===== src/rtl/regfile_pkg.sv =====
// ---------------------------------------------------------------------------
// regfile_pkg
//
// Purpose: shared definitions for the register-file write-port arbiter and
//          its requester-B FIFO: field widths, the write-request record and
//          the per-cycle grant encoding.
//
// Contents:
//   REGNUM_W  - width of a register number (32 architectural registers)
//   DATA_W    - width of a register value
//   wr_req_t  - one pending register write {regnum, data}
//   grant_t   - which requester (if any) owns the write port this cycle
//   reg_commits() - true when a write to the given register is observable
// ---------------------------------------------------------------------------
package regfile_pkg;

    localparam int REGNUM_W = 5;
    localparam int DATA_W   = 32;

    // A single register write as carried through the B-side FIFO.
    typedef struct packed {
        logic [REGNUM_W-1:0] regnum;
        logic [DATA_W-1:0]   data;
    } wr_req_t;

    // Outcome of one arbitration cycle.
    typedef enum logic [1:0] {
        GRANT_NONE = 2'd0,
        GRANT_A    = 2'd1,
        GRANT_B    = 2'd2
    } grant_t;

    // Register 0 is hard-wired to zero, so a write to it is consumed but
    // never reaches the register file.
    function automatic logic reg_commits(input logic [REGNUM_W-1:0] regnum);
        return (regnum != '0);
    endfunction

endpackage


===== src/rtl/wr_req_fifo.sv =====
// ---------------------------------------------------------------------------
// wr_req_fifo
//
// Purpose: small circular FIFO holding register writes from requester B
//          until the arbiter grants them. The head entry is presented
//          combinationally so the arbiter can forward it in the grant cycle.
//
// Parameters:
//   DEPTH        - number of entries
//
// Ports:
//   clk          - rising-edge clock
//   reset        - synchronous active-high reset; discards all entries
//   push         - write push_regnum/push_data at the tail
//   push_regnum  - register number of the entry being pushed
//   push_data    - value of the entry being pushed
//   pop          - remove the head entry
//   full         - all DEPTH entries occupied
//   empty        - no entries occupied
//   head_regnum  - register number of the oldest entry
//   head_data    - value of the oldest entry
//
// A push while full is accepted only if a pop happens in the same cycle,
// which keeps occupancy unchanged and preserves ordering.
// ---------------------------------------------------------------------------
module wr_req_fifo
    import regfile_pkg::*;
#(
    parameter int DEPTH = 2
) (
    input  logic                clk,
    input  logic                reset,
    input  logic                push,
    input  logic [REGNUM_W-1:0] push_regnum,
    input  logic [DATA_W-1:0]   push_data,
    input  logic                pop,
    output logic                full,
    output logic                empty,
    output logic [REGNUM_W-1:0] head_regnum,
    output logic [DATA_W-1:0]   head_data
);

    localparam int PTR_W = (DEPTH > 1) ? $clog2(DEPTH) : 1;
    localparam int CNT_W = $clog2(DEPTH + 1);
    localparam logic [PTR_W-1:0] LAST_IDX = PTR_W'(DEPTH - 1);
    localparam logic [CNT_W-1:0] FULL_CNT = CNT_W'(DEPTH);

    wr_req_t          mem [DEPTH];
    logic [PTR_W-1:0] rd_ptr;
    logic [PTR_W-1:0] wr_ptr;
    logic [CNT_W-1:0] count;
    logic             do_push;
    logic             do_pop;

    // Pointers wrap explicitly so depths that are not a power of two work.
    function automatic logic [PTR_W-1:0] next_ptr(input logic [PTR_W-1:0] p);
        return (p == LAST_IDX) ? '0 : p + PTR_W'(1);
    endfunction

    assign empty       = (count == '0);
    assign full        = (count == FULL_CNT);
    assign do_pop      = pop && !empty;
    // A full FIFO can still take a new entry when the head leaves this cycle.
    assign do_push     = push && (!full || do_pop);
    assign head_regnum = mem[rd_ptr].regnum;
    assign head_data   = mem[rd_ptr].data;

    // Storage needs no reset: the occupancy count decides what is valid.
    always_ff @(posedge clk) begin
        if (do_push) begin
            mem[wr_ptr].regnum <= push_regnum;
            mem[wr_ptr].data   <= push_data;
        end
    end

    // Pointer and occupancy bookkeeping; reset empties the queue.
    always_ff @(posedge clk) begin
        if (reset) begin
            rd_ptr <= '0;
            wr_ptr <= '0;
            count  <= '0;
        end else begin
            if (do_push) begin
                wr_ptr <= next_ptr(wr_ptr);
            end
            if (do_pop) begin
                rd_ptr <= next_ptr(rd_ptr);
            end
            case ({do_push, do_pop})
                2'b10:   count <= count + CNT_W'(1);
                2'b01:   count <= count - CNT_W'(1);
                default: count <= count;
            endcase
        end
    end

endmodule


===== src/rtl/regfile_wr_arbiter.sv =====
// ---------------------------------------------------------------------------
// regfile_wr_arbiter
//
// Purpose: shares the single register-file write port between requester A
//          (ALU writeback, never buffered) and requester B (load /
//          multi-cycle unit, queued in a small FIFO). A normally wins; the
//          FIFO head is written whenever A is idle. The granted write is
//          registered and appears on wr_* exactly one cycle after the grant.
//
// Build option:
//   WRARB_STARVE_GUARD_EN - when defined, a starvation counter forces a
//       grant to the FIFO head after it has lost STARVE_LIMIT consecutive
//       cycles to A; in that cycle a_ready drops. When undefined, A has
//       strict priority and a_ready is 1 whenever reset is low.
//
// Parameters:
//   STARVE_LIMIT - consecutive lost cycles before the FIFO head is forced
//   B_DEPTH      - requester-B FIFO entries (only 2 is supported)
//
// Ports:
//   clk          - rising-edge clock
//   reset        - synchronous active-high reset
//   a_valid      - A has a write this cycle
//   a_regnum     - A destination register
//   a_data       - A write value
//   a_ready      - A write taken this cycle when a_valid & a_ready
//   b_valid      - B has a write this cycle
//   b_regnum     - B destination register
//   b_data       - B write value
//   b_ready      - FIFO can take the B write this cycle
//   wr_regnum    - register-file write address (held when idle)
//   wr_data      - register-file write data (held when idle)
//   wr_enable    - register-file write strobe
//   b_pending    - FIFO holds at least one write
// ---------------------------------------------------------------------------
module regfile_wr_arbiter
    import regfile_pkg::*;
#(
    parameter int STARVE_LIMIT = 3,
    parameter int B_DEPTH      = 2
) (
    input  logic                clk,
    input  logic                reset,
    input  logic                a_valid,
    input  logic [REGNUM_W-1:0] a_regnum,
    input  logic [DATA_W-1:0]   a_data,
    output logic                a_ready,
    input  logic                b_valid,
    input  logic [REGNUM_W-1:0] b_regnum,
    input  logic [DATA_W-1:0]   b_data,
    output logic                b_ready,
    output logic [REGNUM_W-1:0] wr_regnum,
    output logic [DATA_W-1:0]   wr_data,
    output logic                wr_enable,
    output logic                b_pending
);

    // Reject unsupported configurations at elaboration time.
    if (B_DEPTH != 2 || STARVE_LIMIT < 0) begin : g_bad_params
        $error("regfile_wr_arbiter: B_DEPTH must be 2 and STARVE_LIMIT must be non-negative");
    end

    logic                fifo_full;
    logic                fifo_empty;
    logic [REGNUM_W-1:0] head_regnum;
    logic [DATA_W-1:0]   head_data;
    logic                fifo_push;
    logic                fifo_pop;
    logic                forced_b;
    grant_t              grant;
    wr_req_t             granted_req;

    wr_req_fifo #(
        .DEPTH (B_DEPTH)
    ) u_b_fifo (
        .clk         (clk),
        .reset       (reset),
        .push        (fifo_push),
        .push_regnum (b_regnum),
        .push_data   (b_data),
        .pop         (fifo_pop),
        .full        (fifo_full),
        .empty       (fifo_empty),
        .head_regnum (head_regnum),
        .head_data   (head_data)
    );

`ifdef WRARB_STARVE_GUARD_EN
    localparam int STARVE_W = (STARVE_LIMIT > 0) ? $clog2(STARVE_LIMIT + 1) : 1;
    localparam logic [STARVE_W-1:0] STARVE_MAX = STARVE_W'(STARVE_LIMIT);

    logic [STARVE_W-1:0] starve_cnt;

    assign forced_b = !fifo_empty && (starve_cnt == STARVE_MAX);

    // Counts consecutive cycles the FIFO head lost to A. It restarts as soon
    // as the head is written or the FIFO drains, and sticks at the limit so
    // the forced grant stays asserted until the head actually goes out.
    always_ff @(posedge clk) begin
        if (reset) begin
            starve_cnt <= '0;
        end else if (fifo_empty || grant == GRANT_B) begin
            starve_cnt <= '0;
        end else if (grant == GRANT_A && starve_cnt != STARVE_MAX) begin
            starve_cnt <= starve_cnt + STARVE_W'(1);
        end
    end
`else
    // Strict A priority: the FIFO head only goes out on cycles A is idle.
    assign forced_b = 1'b0;
`endif

    // One grant per cycle at most. A wins unless the starvation guard has
    // fired; otherwise the FIFO head goes if there is one. Nothing is
    // granted while reset is high.
    always_comb begin
        grant = GRANT_NONE;
        if (!reset) begin
            if (a_valid && !forced_b) begin
                grant = GRANT_A;
            end else if (!fifo_empty) begin
                grant = GRANT_B;
            end
        end
    end

    // A is never buffered, so it is ready every cycle except a forced-B one.
    // B may enter a full FIFO only when the head leaves in the same cycle.
    // A B write arriving at an empty FIFO is only enqueued here; it becomes
    // the head (and can be granted) in the following cycle.
    assign a_ready   = !reset && !forced_b;
    assign b_ready   = !reset && (!fifo_full || grant == GRANT_B);
    assign fifo_push = b_valid && b_ready;
    assign fifo_pop  = (grant == GRANT_B);
    assign b_pending = !fifo_empty;

    // Select the payload of whichever requester owns the port this cycle.
    always_comb begin
        granted_req.regnum = head_regnum;
        granted_req.data   = head_data;
        if (grant == GRANT_A) begin
            granted_req.regnum = a_regnum;
            granted_req.data   = a_data;
        end
    end

    // Register-file write port. Address and data are captured on every
    // grant and held otherwise; the strobe is suppressed for register 0 so
    // such writes are consumed without effect.
    always_ff @(posedge clk) begin
        if (reset) begin
            wr_enable <= 1'b0;
            wr_regnum <= '0;
            wr_data   <= '0;
        end else begin
            wr_enable <= 1'b0;
            if (grant != GRANT_NONE) begin
                wr_regnum <= granted_req.regnum;
                wr_data   <= granted_req.data;
                wr_enable <= reg_commits(granted_req.regnum);
            end
        end
    end

endmodule


===== config.mk =====
export PLATFORM = sky130hd
export DESIGN_NAME = regfile_wr_arbiter
export DESIGN_NICKNAME = d
export VERILOG_FILES = /design/src/rtl/regfile_pkg.sv /design/src/rtl/wr_req_fifo.sv /design/src/rtl/regfile_wr_arbiter.sv
export SDC_FILE = /design/constraint.sdc
export NUM_CORES = 1
export LEC_CHECK = 0
export ABC_AREA = 1
export ABC_CLOCK_PERIOD_IN_PS = 5100
export CELL_PAD_IN_SITES_DETAIL_PLACEMENT = 1
export CELL_PAD_IN_SITES_GLOBAL_PLACEMENT = 2
export CORE_UTILIZATION = 32
export DETAILED_ROUTE_END_ITERATION = 10
export PLACE_DENSITY_LB_ADDON = 0.05
export SLEW_MARGIN = 40
export SYNTH_ARGS = -nofsm -noshare
export SYNTH_HDL_FRONTEND = slang
export SYNTH_SLANG_ARGS = --single-unit

===== constraint.sdc =====
create_clock -name clk -period 5.1 [get_ports clk]
set_clock_uncertainty 0.05 [all_clocks]
set_input_delay 1.02 -clock clk [delete_from_list [all_inputs] [get_ports clk]]
set_output_delay 1.02 -clock clk [all_outputs]
set_load 0.05 [all_outputs]

Word level (Yosys, flattened, before mapping)
Memory sizes are Yosys's and may differ from the RTL's. A register that Yosys moved wholly into a read port is not among the register bits.
Cells that the tools add are included.
- bitwise operators: 1
- equality and inequality tests: 5
- reductions and logical operators: 14
- add/subtract/negate cells: 4
- multiplexer cells: 11
- operators with widths (cell ; count):
    $mux 37 ; 1
    $eq 2x2->1 const B ; 3
    $mux 1 ; 6
    $mux 2 ; 3
    $reduce_bool 5->1 ; 1
    $eq 2x1->1 const B ; 2
    $logic_and 1x1->1 ; 4
    $pmux 2 s2 ; 1
    $reduce_bool 2->1 ; 2
    $logic_not 1->1 ; 3
    $add 1x1->1 const B ; 2
    $add 2x1->2 const B ; 1
    $logic_not 2->1 ; 1
    $logic_or 1x1->1 ; 2
    $reduce_or 2->1 ; 1
    $sub 2x1->2 const B ; 1
    $not 1->1 ; 1
- memories: 1
- output and inout port bits: 41
- input port bits: 78
- register bits: 42
- memory bits (writable): 74
- logic and storage cells: 42
- memory list (memory ; depth ; bits a word ; read ports ; clocked after Yosys merged registers in ; wr ports ; RTL line ; text):
    u_b_fifo.mem ; 2 ; 37 ; 1 ; 1 ; 1 ; wr_req_fifo.sv:48 ; wr_req_t mem [DEPTH];

Longest topological paths before layout
Gate-level depths: netlist of run 1.
- depth in word-level cells: 11
- gate-level depth with buffers: 8
- mapped depth without buffers: 8

By module
Synthesis of run 1 repeated with hierarchy kept, for this count alone.
- cells, all modules: 458
- area, all modules: 4833.4 µm²
- by module, submodules not included (module ; area an instance (µm²) ; times used ; cells an instance ; seq. area each (µm²)):
    wr_req_fifo ; 2966.6 ; 1 ; 154 ; 2322.2
    regfile_wr_arbiter ; 1866.8 ; 1 ; 304 ; 760.7

Least setup slack after synthesis of run 1
Ideal clock, no wire load.
- path type: input -> register
- start point: input port reset
- end point: memory u_b_fifo.mem[0][0] in the netlist's numbering, enable pin
- setup time: 0.431 ns
- stages on the path: 3
- path slack: 1.524 ns
- path buffers: 0
- required time: 4.619 ns
- data arrival time: 3.095 ns
- path through: inv_2 -> nand3_1 -> nor2_1
- longest elaborated chain between the ends: 8
- elaborated cells on any way between the ends: 11
- classes of those cells: eq/ne: 1; mux: 3; reduce/logical: 7
- RTL lines (element ; RTL line ; text):
    start, declared ; regfile_wr_arbiter.sv:43 ; input logic reset,
    $mux 2 ; regfile_wr_arbiter.sv:118 ; if (!reset) begin
    $eq 2x2->1 ; regfile_wr_arbiter.sv:132, regfile_wr_arbiter.sv:134 ;
    $logic_or 1x1->1 ; regfile_wr_arbiter.sv:132 ; assign b_ready = !reset && (!fifo_full || grant == GRANT_B);
    $logic_and 1x1->1 ; regfile_wr_arbiter.sv:132 ;
    $logic_and 1x1->1 ; regfile_wr_arbiter.sv:133 ; assign fifo_push = b_valid && b_ready;
    $logic_and 1x1->1 (*) ; wr_req_fifo.sv:64 ; assign do_push = push && (!full || do_pop);
    $mux 1 (*) ; wr_req_fifo.sv:70 ; if (do_push) begin
    $mux 1 (not written as such) (*) ; wr_req_fifo.sv:72 ; mem[wr_ptr].data <= push_data;
    end, declared ; wr_req_fifo.sv:48 ;
Mark *: on every way between the ends. The rest lies on a longest branch, timed or not.

Final worst setup path of run 1
- start point: input port a_valid
- end point: output port b_ready
- longest elaborated chain between the ends: 5
- RTL lines (element ; RTL line ; text):
    start, declared ; regfile_wr_arbiter.sv:44 ; input logic a_valid,
    $mux 2 ; regfile_wr_arbiter.sv:119 ; if (a_valid && !forced_b) begin
    $mux 2 ; regfile_wr_arbiter.sv:118 ;
    $eq 2x2->1 ; regfile_wr_arbiter.sv:132 ;
    $logic_or 1x1->1 ; regfile_wr_arbiter.sv:132 ;
    $logic_and 1x1->1 ; regfile_wr_arbiter.sv:132 ;
    end, declared ; regfile_wr_arbiter.sv:51 ; output logic b_ready,
Every way passes these cells.

==> results_dict.tcl, run 1 <==
set metrics [dict create \
    gr-usage-met2_pct 30.8 \
    syn_nets 555 \
    slowest_delay_ps 790 \
    grt_pass1_vias 3693 \
    hold_depth 1 \
    r2r_slack_ps 3100 \
    hold_violations 0 \
    status "completed" \
    viasPerCell 4.65 \
    antenna_left 0 \
    maxCapViolCount 0 \
    tightest_slew_ps 740 \
    finalSetupViolCount 0 \
    maxSlewHeadroom_pct 50.7 \
    initial_utilization_pct 33.3 \
    antenna_cells 0 \
    rsz0062_at_grt "false" \
    cts_root_buf "clkbuf_16" \
    synth_ff_type "edfxtp_1" \
    synth_area_leaders "edfxtp_1 47%, dfxtp_1 18%, nor2_1 8.3%, nand2_1 7.1%, a31oi_1 4.3%" \
    dieArea_um2 15200 \
    crit_path_end_kind "primary output" \
    drcViolationCount 0 \
    grt_use_met3_pct 5.49 \
    grt_use_total_pct 16.9 \
    synthDistinctLibCells 26 \
    cts_tree "done" \
    wirelength_um 11800 \
    cts_setup_buffers 0 \
    grt_start_max_net_pins 73 \
    dp_hpwl_um 7550 \
    r2r-start "u_b_fifo.count[0]" \
    clkLatencyLatePin_ps 410 \
    drt_first_pass_iters 4 \
    synth.most_common_cell "nor2_1" \
    min_period_ps 3640 \
    cp-start-kind "primary input" \
    p_per_area_nw_per_um2 401 \
    finalNetCount 673 \
    drive_above_1_share_pct 7.10 \
    crit_arrival_ps 2570 \
    ys_ff_latch 117 \
    final-max-slew-violation-count 0 \
    area_delta_synth_final_pct 40.9 \
    holdBufCountCts 0 \
    r2r_cells 6 \
    post_cts_resized 0 \
    syn_area_um2 4700 \
    routedWlPerCell_um 15.0 \
    fp.coreArea_um2 14100 \
    cp.required_ps 4030 \
    num_vias 3654 \
    die_h_um 123 \
    place.gp.congestion 0.709 \
    overflow 0 \
    fin_crit_sh_pct 71.3 \
    total_leakage_power_nw 2.72 \
    cp_max_fo 3 \
    fin_hold_ws_ps 431 \
    ys_async_sr_fraction_pct 0 \
    hold_class "reg -> reg" \
    htreeDepth 4 \
    holdCritStartpoint "u_b_fifo.rd_ptr" \
    peakVddDrop_v 0.000277 \
    clkTransAtPathRegs_ps 50 \
    critPathKind "in -> out" \
    crit_slowest_cell "clkdlybuf4s50_1" \
    yosysTopAreaCell "edfxtp_1" \
    ys_seq_area_share_pct 65.6 \
    reg2reg_to "wr_data[18]" \
    path_cells "clkdlybuf4s50_1, nand3b_1, nand2_1, inv_1, clkdlybuf4s50_1" \
    clk_path_buf_depth 2 \
    cpMostUsedCell "clkdlybuf4s50_1" \
    port_buffers 118 \
    yosysTopAreaCellShare_pct 47.3 \
    die_w_um 123 \
    globalRoute.busiestLayer "met2" \
    timing.fmax_mhz 275 \
    finalSetupTns_ps 0 \
    cts_buffers 17 \
    row_count 43 \
    drtIter0Drc 112 \
    layout.cells.non_filler 786 \
    cts.sinks 117 \
    final_util_pct 47.0 \
    antenna_found_initial 0 \
    grt_pass1_wl_um 18500 \
    ys_warn_count 0 \
    placed_cells 755 \
    synth-edff-count 74 \
    gr-usage-met1_pct 17.9 \
    ioPinCount 119 \
    syn_inst 476 \
    synth.avg_cell_area_um2 9.87 \
    yosys-top-cells-count "104 x nor2_1, 89 x nand2_1, 74 x edfxtp_1, 45 x inv_1, 43 x dfxtp_1" \
]
-- worst max-delay path, delay by kind of cell --
family,cells,cell delay (ps)
buffers and inverters,3,1330
and+or+nand+nor,2,210
-- state kept, by name, indices dropped and copies added (netlist names), named ones only --
name / count
u_b_fifo.count: 2
u_b_fifo.mem: 74
u_b_fifo.rd_ptr: 1
u_b_fifo.wr_ptr: 1
wr_data: 32
wr_enable: 1
wr_regnum: 5
-- routing by layer --
metal | vias to the layer above | routed length, um
met4 | 0 | 167
met5 | - | 0
met1 | 1742 | 4940
met2 | 83 | 6200
met3 | 13 | 521
li1 | 1816 | -
-- stage by stage --
stage          setup WS, ps  total power (W)  cell area, um^2
2_1_floorplan          1520          0.00139             4700
3_3_place_gp           1200          0.00155             5970
3_5_place_dp           1180          0.00157             6060
4_1_cts                1190          0.00269             6620
5_1_grt                1400          0.00276             6620
6_report               1460          0.00265             6620
-- report_power, final --
group / internal (W) / leakage [nW] / switching, W / total, W
sequential: 0.00107 / 1.04 / 0.0000331 / 0.00110
clock: 0.000729 / 0.277 / 0.000380 / 0.00111
combinational: 0.000169 / 1.40 / 0.000274 / 0.000443
total: 0.00197 / 2.72 / 0.000687 / 0.00265
-- final cells by class --
type | count | area, um^2
Clock inverter | 4 | 45.0
Sequential cell | 117 | 3090
Timing Repair Buffer | 124 | 1280
Inverter | 48 | 183
Fill cell | 1577 | 7470
Clock buffer | 27 | 513
Multi-Input combinational cell | 286 | 1290
Tap cell | 180 | 225
-- placed cells by master, fill, tap and decap left out, drive strengths merged --
cell type	synthesis	layout
clkdlybuf4s50	0	117
nor2	105	105
nand2	90	90
edfxtp	74	74
inv	48	48
dfxtp	43	43
o21ai	38	38
a31oi	32	32
clkbuf	7	27
nand3	7	7
buf	18	7
a21oi	5	5
o211ai	3	3
clkinv	0	3
nor3	2	2
nand3b	1	1
xor2	1	1
and3	1	1
ha	1	1
bufinv	0	1
-- how the worst max path moves through the flow --
stage	to	slack, ps	from	cells past startpoint
finish	b_ready	1460	a_valid	5
detailed placement	b_ready	1180	reset	5
global route	b_ready	1400	a_valid	5
floorplan	u_b_fifo.mem[0][0]	1520	reset	3
CTS	b_ready	1190	reset	5
global placement	b_ready	1200	reset	5
-- cell families (layout without fill, tap and decap cells) --
logic type | count (synthesis) | in the layout | share of synthesized area [%]
compound gates | 78 | 78 | 9.56
xor+xnor | 1 | 1 | 0.186
buf+inv | 73 | 203 | 7.24
fa+ha+maj | 1 | 1 | 0.266
simple gates | 206 | 206 | 17.1
flops | 117 | 117 | 65.6
Power figures use the tool's default switching activity.
==> inputs of run 2 (changes only) <==
--- a/config.mk
+++ b/config.mk
@@ -6,10 +6,10 @@
 export NUM_CORES = 1
 export LEC_CHECK = 0
 export ABC_AREA = 1
-export ABC_CLOCK_PERIOD_IN_PS = 5100
+export ABC_CLOCK_PERIOD_IN_PS = 3170
 export CELL_PAD_IN_SITES_DETAIL_PLACEMENT = 1
 export CELL_PAD_IN_SITES_GLOBAL_PLACEMENT = 2
-export CORE_UTILIZATION = 32
+export CORE_UTILIZATION = 27
 export DETAILED_ROUTE_END_ITERATION = 10
 export PLACE_DENSITY_LB_ADDON = 0.05
 export SLEW_MARGIN = 40
==> constraint.sdc (replaced) <==
create_clock -name clk -period 3.17 [get_ports clk]
set_clock_uncertainty 0.05 [all_clocks]
set_input_delay 0.634 -clock clk [delete_from_list [all_inputs] [get_ports clk]]
set_output_delay 0.634 -clock clk [all_outputs]
set_load 0.05 [all_outputs]
==> run 2 against run 1 <==
Against the previous run: sequential power up 60%; non-clock buffer count is 2 higher; clock power grew 60%; sequential share of layout area is 0.24 points lower; first-iteration DRC count rose by 1.8%; critical path depth fell by 2; die area grew 18%; count of clock-buffer cells in the layout shrank 1; global-route usage decreased by 1.8 points; combinational power increased by 65%; largest cell class unchanged.
==> results_dict.tcl, run 2 (synthesis gave the netlist of run 1 again) <==
set metrics [dict create \
    status "completed" \
    crit_path_end_kind "primary output" \
    placed_cells 797 \
    peakVddDrop_v 0.000376 \
    maxSlewHeadroom_pct 48.5 \
    r2r-start "u_b_fifo.count[0]" \
    multi_input_area_um2 1290 \
    grt_pass1_wl_um 20000 \
    total_power_w 0.00428 \
    final-max-slew-violation-count 0 \
    regMostFlops "u_b_fifo.mem" \
    ioPinCount 119 \
    final_cell_mix "115 x clkdlybuf4s50_1, 102 x nor2_1, 89 x nand2_1, 74 x edfxtp_1, 45 x inv_1" \
    row_count 47 \
    antenna_left 0 \
    antenna_found_initial 0 \
    crit_arrival_ps 1800 \
    timing.fmax_mhz 403 \
    cts.sinks 117 \
    r2r_cells 6 \
    cts_tree "done" \
    viasPerCell 4.35 \
    total_leakage_power_nw 2.72 \
    r2r_slack_ps 1470 \
    cts_setup_buffers 0 \
    cp.required_ps 2490 \
    largest_reg_flops 74 \
    layout.cells.non_filler 828 \
    holdBufCountCts 0 \
    min_period_ps 2480 \
    cts_root_buf "clkbuf_16" \
    antenna_cells 0 \
    tightest_slew_ps 771 \
    grt_pass1_vias 3906 \
    clk_path_buf_depth 2 \
    critPathKind "reg -> out" \
    reg2reg_to "u_b_fifo.count[1]" \
    final_common_cell "clkdlybuf4s50_1" \
    wirelength_um 12700 \
    initial_utilization_pct 28.0 \
    maxCapViolCount 0 \
    finalSetupViolCount 0 \
    routedWlPerCell_um 15.3 \
    nFillCells 1859 \
    drtIter0Drc 114 \
    rsz0062_at_grt "false" \
    die_w_um 134 \
    reg.largest.list "u_b_fifo.mem (74), wr_data (32), wr_regnum (5)" \
    port_buffers 118 \
    finalNetCount 675 \
    grt_use_total_pct 15.1 \
    dieArea_um2 17900 \
    cp-start-kind "flop" \
    hold_class "reg -> reg" \
    holdCritStartpoint "u_b_fifo.rd_ptr" \
    place.gp.congestion 0.662 \
    die_h_um 134 \
    drive_above_1_share_pct 7.73 \
    post_cts_resized 0 \
    area_delta_synth_final_pct 41.5 \
    p_per_area_nw_per_um2 643 \
    regArea_um2 3080 \
    drt_first_pass_iters 4 \
    htreeDepth 4 \
    hold_violations 0 \
    hold_depth 1 \
    drcViolationCount 0 \
    overflow 0 \
    fin_crit_sh_pct 78.3 \
    grt_start_max_net_pins 43 \
    cp_max_fo 5 \
    clkTransAtPathRegs_ps 50 \
    dp_hpwl_um 7940 \
    clkLatencyLatePin_ps 420 \
    num_vias 3599 \
    cts_buffers 17 \
    fp.coreArea_um2 16800 \
]
run 2: cell count changes in the layout (fill, tap and decap cells not counted), sizes merged:
cell	previous run	this run
clkinv	3	4
clkbuf	27	26
buf	7	11
clkdlybuf4s50	117	115
run 2: worst max-delay path by stage:
stage                 startpoint            endpoint  slack, ps  cells past startpoint
2_1_floorplan              reset  u_b_fifo.mem[0][0]        -20                      3
3_3_place_gp             a_valid         wr_data[19]        670                      7
3_5_place_dp             a_valid         wr_data[18]        650                      7
4_1_cts        u_b_fifo.count[0]           b_pending        650                      3
5_1_grt        u_b_fifo.count[0]           b_pending        620                      3
6_report       u_b_fifo.count[0]           b_pending        690                      3
run 2: metrics by stage:
step                      setup TNS, ps  setup WS, ps  area (um^2)  hold WS (ps)  util [%]
final                                 0           687         6650           402      39.7
after global routing                  0           618         6650           434      39.7
after CTS                             0           650         6650           406      39.7
after detailed placement              0           646         6100           395      36.4
after global placement                0           671         6100           378      36.4
after floorplan                   -1490         -20.2         4700           376         -
run 2: power by group:
group	internal, W	leakage, nW	switching [W]
Combinational	0.000274	1.41	0.000456
Sequential	0.00172	1.04	0.0000445
Clock	0.00115	0.274	0.000636
run 2: worst max-delay path, stage by stage (launching register included):
cell and delay [ps]:
dfxtp_1 350, nor2_2 260, inv_1 60, clkdlybuf4s50_1 710
run 2: area by class of cell:
cell class / count / share of cell area (%)
flip-flops and latches: 117 / 46.4
multi-input cells: 286 / 19.4
repair buffers: 126 / 19.1
clock buffers: 26 / 7.51
well taps: 220 / 4.14
inverters: 48 / 2.75
clock inverters: 5 / 0.752
run 2: layer usage:
metal | vias up | share of wire [%] | GRT usage, % | wire (um)
li1 | 1814 | - | - | -
met1 | 1681 | 42 | 16.2 | 5390
met2 | 84 | 52 | 27.5 | 6570
met3 | 20 | 4.1 | 4.01 | 519
met4 | 0 | 1.7 | 6.82 | 212
met5 | - | 0 | 0 | 0
